$ cat config.mk
export PLATFORM = sky130hd
export DESIGN_NAME = queue14_arb
export DESIGN_NICKNAME = d
export VERILOG_FILES = /design/src/rtl/queue14_arb.sv
export SDC_FILE = /design/constraint.sdc
export NUM_CORES = 1
export LEC_CHECK = 0
export CORE_MARGIN = 3
export CORE_UTILIZATION = 34
export DETAILED_ROUTE_END_ITERATION = 12
export PLACE_DENSITY = 0.76
export SYNTH_ARGS = -nofsm -noshare
export SYNTH_HDL_FRONTEND = slang
export SYNTH_SLANG_ARGS = --single-unit
$ cat constraint.sdc
create_clock -name clk -period 3.73 [get_ports clk]
set_clock_uncertainty 0.15 [all_clocks]
set_input_delay 0.746 -clock clk [delete_from_list [all_inputs] [get_ports clk]]
set_output_delay 0.746 -clock clk [all_outputs]
set_load 0.05 [all_outputs]
$ cat src/rtl/queue14_arb.sv
// rtl/queue14_arb.sv - round-robin write arbiter and occupancy controller for a 64-slot, 14-bit queue
module queue14_arb #(
    parameter int NREQ = 4
) (
    input  logic              clk,
    input  logic              rst,
    input  logic [NREQ-1:0]   req,
    input  logic [14*NREQ-1:0] wdata,
    output logic [NREQ-1:0]   grant,
    input  logic              pop,
    output logic              valid,
    input  logic              flush,
    output logic [13:0]       q_din,
    output logic              q_wr_en,
    output logic              q_rd_en,
    output logic              q_rst,
    output logic [5:0]        count,
    output logic              full,
    output logic [5:0]        hwm
);

    localparam int PW = (NREQ > 1) ? $clog2(NREQ) : 1;

    logic [PW-1:0] ptr;
    logic [PW-1:0] ptr_next;
    logic [PW-1:0] grant_idx;
    logic          any_grant;
    logic          rst_hold;
    logic [5:0]    count_next;
    logic [5:0]    hwm_next;

    function automatic logic [PW-1:0] wrap_idx(input logic [PW-1:0] base, input int off);
        int s;
        s = int'(base) + off;
        if (s >= NREQ) s = s - NREQ;
        return PW'(s);
    endfunction

    // The queue never reports full itself, so occupancy 63 is the hard write stop.
    assign full    = (count == 6'd63);
    assign q_rst   = flush | rst | rst_hold;
    assign valid   = (count != 6'd0) && !q_rst;
    assign q_rd_en = pop & valid & ~flush;
    assign q_wr_en = any_grant;

    always_comb begin
        any_grant = 1'b0;
        grant_idx = '0;
        if (!(full || q_rst)) begin
            for (int off = 0; off < NREQ; off++) begin
                if (!any_grant && req[wrap_idx(ptr, off)]) begin
                    any_grant = 1'b1;
                    grant_idx = wrap_idx(ptr, off);
                end
            end
        end
    end

    always_comb begin
        grant = '0;
        if (any_grant) grant[grant_idx] = 1'b1;
    end

    always_comb begin
        q_din = '0;
        for (int i = 0; i < NREQ; i++) begin
            if (grant[i]) q_din = wdata[14*i +: 14];
        end
    end

    assign ptr_next = any_grant ? wrap_idx(grant_idx, 1) : ptr;

    always_comb begin
        count_next = count;
        if (flush) begin
            count_next = '0;
        end else begin
            case ({q_wr_en, q_rd_en})
                2'b10:   count_next = count + 6'd1;
                2'b01:   count_next = count - 6'd1;
                default: count_next = count;
            endcase
        end
    end

    always_comb begin
        hwm_next = hwm;
        if (flush)                 hwm_next = '0;
        else if (count_next > hwm) hwm_next = count_next;
    end

    // rst_hold stretches q_rst so the queue sees a synchronous reset edge after rst releases.
    always_ff @(posedge clk or posedge rst) begin
        if (rst) begin
            count    <= '0;
            hwm      <= '0;
            ptr      <= '0;
            rst_hold <= 1'b1;
        end else begin
            count    <= count_next;
            hwm      <= hwm_next;
            ptr      <= ptr_next;
            rst_hold <= 1'b0;
        end
    end

endmodule

==> metrics.csv <==
metric,value,unit
Starting Density,0.362,
Max Fanout on Critical Path,6,
Final Hold Viols,0,
"Seq/Total Area, Yosys",0.232,
VDD IR max,225,uV
CTS buffer count,3,
Synth Register Bits,15,
min-delay worst type,in -> async,
WP depth,17,
die height,75.0,um
largest net degree at the start of global routing,25,
CTS tree,done,
failing checks,negative setup slack,
Worst Path Required,3.73,ns
critical-path cell list,"nor4_1, buf_4, a21oi_4, and2_4, ha_4, ha_1, o21ai_0, o21ai_1, o311ai_4, xnor2_2, nor2_2, ha_1, nand2_1, o22ai_2, a21oi_2, nor2_2, mux2_4",
R2R depth,17,
final cell count without fillers,428,
routability cong.,0.869,
Ys Warns,0,
final worst slack,-0.507,ns
Core ar.,4470,um^2
total power divided by cell area,196,nW/um^2
Worst Setup EP,hwm[4],
leakage,1.71,nW
Worst-path clk slew,0.07,ns
number of distinct library cells after synthesis,43,
DRC,0,
CTS H-tree lvls,1,
slew margin rel.,0.589,
layout cells sized above 1,0.495,
I/O Buffers,98,
Simple-Gate Fraction of Synth Area,0.256,
Worst Setup End Kind,register,
site row count,24,
Final setup viols,20,
Iter 0 DRT Violations,327,
Die Wd,75.0,um
status,"complete, but fails checks",
Final Cycle Share,1.14,
max-cap viol count,0,
Final Max Slew Viols,0,
Root Buffer,clkbuf_8,
post-synthesis xor/xnor area fraction,0.0162,
Reg-to-Reg Start,count[0],
vias per cell,6.51,
Die ar.,5630,um^2
top-count cell post-synth,nand2_1,
RSZ-0062 raised after global routing,true,
min Tclk post-route,4.24,ns
antenna cells,0,
Post-Syn Instances,215,
FMAX,0.236,GHz
most area-hungry cell type in the Yosys netlist,dfrtp_1,
drt pass-1 iters,5,
Post-synth ARST share,1.00,
Arrival @ worst endpoint,4.24,ns
Worst path slowest cell,dfrtp_1,
vias,2787,
R2R Setup Slk,-0.51,ns
Routed Antenna Nets,0,
ys flop type,dfrtp_1,
final hold slack,0.404,ns
Global Route met3 Usage,0.0828,
total gr overflow,0,
clock buffer depth,2,
family with the most delay on the worst path,compound AO/OA/AOI/OAI gates,
Routed wire per std cell,28.0,um
mux cell area share after synthesis,0.0402,
critical path launch point type,register,
Worst Path Buf+Inv,1,
commonest cells in the synthesized netlist,"nand2_1, nor2_1, inv_1, o22ai_1",
number of global-route vias before repair,2586,
GRT Util Overall,0.339,
first-pass GRT wire length,14100,um
main combinational cell family by area after synthesis,simple AND/OR/NAND/NOR gates,
Synth top area share,0.216,
Syn-to-layout area delta,147,%
dpl ws,-0.990,ns
TNS Setup,-6.77,ns
Detailed Place HPWL,5380,um
clk_lat worst skew,0.26,ns
total clock sinks,15,
Syn Nets,295,
final WL,12000,um
dpl cells,398,
synthesized area,1620,um^2
Synth Area in Adders,0.128,
synth top area cells,"dfrtp_1, ha_1, nand2_1",
final net count,457,
Post-synth EDFFs,0,
syn_area_per_cell,7.54,um^2
Finished Cell Area,4000,um^2
Critical Path Max Stage Delay,0.41,ns
Placed Area,3140,um^2
Most Crowded Layer GR,met2,
Critical Path Source,count[0],
initial antenna violation count,0,
FF-to-FF End,hwm[4],
Setup CP Type,reg -> reg,
number of I/O pins,99,
global-route met1 utilization,0.376,
met2 global-route usage,0.612,
Slew @ Worst Pin,0.615,ns
Compound-Gate Fraction of Synth Area,0.253,
report_power, final:
part / switching [mW] / internal [mW] / total (mW)
sequential: 0.0207 / 0.176 / 0.197
clock: 0.0673 / 0.0761 / 0.143
combinational: 0.232 / 0.210 / 0.442
total: 0.320 / 0.462 / 0.782
placed cells by master, fill, tap and decap left out, types with 9 or more instances in the layout:
cell / instances
buf_4: 57
o22ai_4: 12
clkdlybuf4s50_1: 70
inv_1: 12
buf_6: 20
nor2_4: 13
a22oi_2: 12
buf_8: 9
dfrtp_1: 14
nor2_1: 12
nand2_1: 32
flip-flops by register name, summed over array words and instances, names as in the netlist:
register	count
hwm	6
rst_hold	1
ptr	2
count	6
worst reg2reg max path: cells and delay by family (launching register included):
kind | cells | cell delay, ns
xor gates and xnor gates | 1 | 0.21
buffers and inverters | 1 | 0.19
adders and majority gates | 3 | 0.87
AOI/OAI and AO/OA | 6 | 1.10
and+or+nand+nor | 5 | 0.88
DFF | 1 | 0.41
muxes | 1 | 0.32
layer usage:
metal,vias to the layer above,share of wire,wire length (um)
met3,102,0.11,1380
li1,1099,-,-
met1,1344,0.34,4030
met5,-,0.00075,9
met2,240,0.46,5570
met4,2,0.085,1020
cells by family after synthesis:
| family | Yosys count |
|---|---|
| other | 1 |
| XOR/XNOR | 3 |
| flip-flops | 15 |
| adder cells (fa/ha/maj) | 16 |
| multiplexers | 6 |
| AND/OR/NAND/NOR | 89 |
| buffers and inverters | 26 |
| AO/OA/AOI/OAI | 59 |
area by class of cell:
class | count | area [um^2]
well taps | 52 | 65.1
fillers | 166 | 477
flip-flops and latches | 15 | 377
clock buffers | 4 | 45.0
inverters | 16 | 65.1
multi-input cells | 175 | 1780
repair buffers | 166 | 1670
stage by stage:
step,total power [mW],util
2_1_floorplan,0.370,-
3_3_place_gp,0.521,0.701
3_5_place_dp,0.529,0.701
4_1_cts,0.721,0.838
5_1_grt,0.813,0.893
6_report,0.782,0.893
timing repair:
action,4_1_cts,5_1_grt
resized for setup,121,32
hold buffers,0,0
setup buffers,11,13
gates cloned,2,2
setup endpoints to repair,24,22
pin swaps,37,16
worst min path at each step:
stage | depth (start not counted) | end | slack (ns) | start
2_1_floorplan | 2 | ptr[0] | 0.39 | ptr[0]
3_3_place_gp | 1 | hwm[0] | 0.38 | hwm[0]
3_5_place_dp | 1 | hwm[4] | 0.40 | hwm[4]
4_1_cts | 2 | ptr[0] | 0.41 | rst
5_1_grt | 2 | ptr[0] | 0.44 | rst
6_report | 2 | ptr[1] | 0.40 | rst
Note: power is estimated with default switching activity, not from simulation.
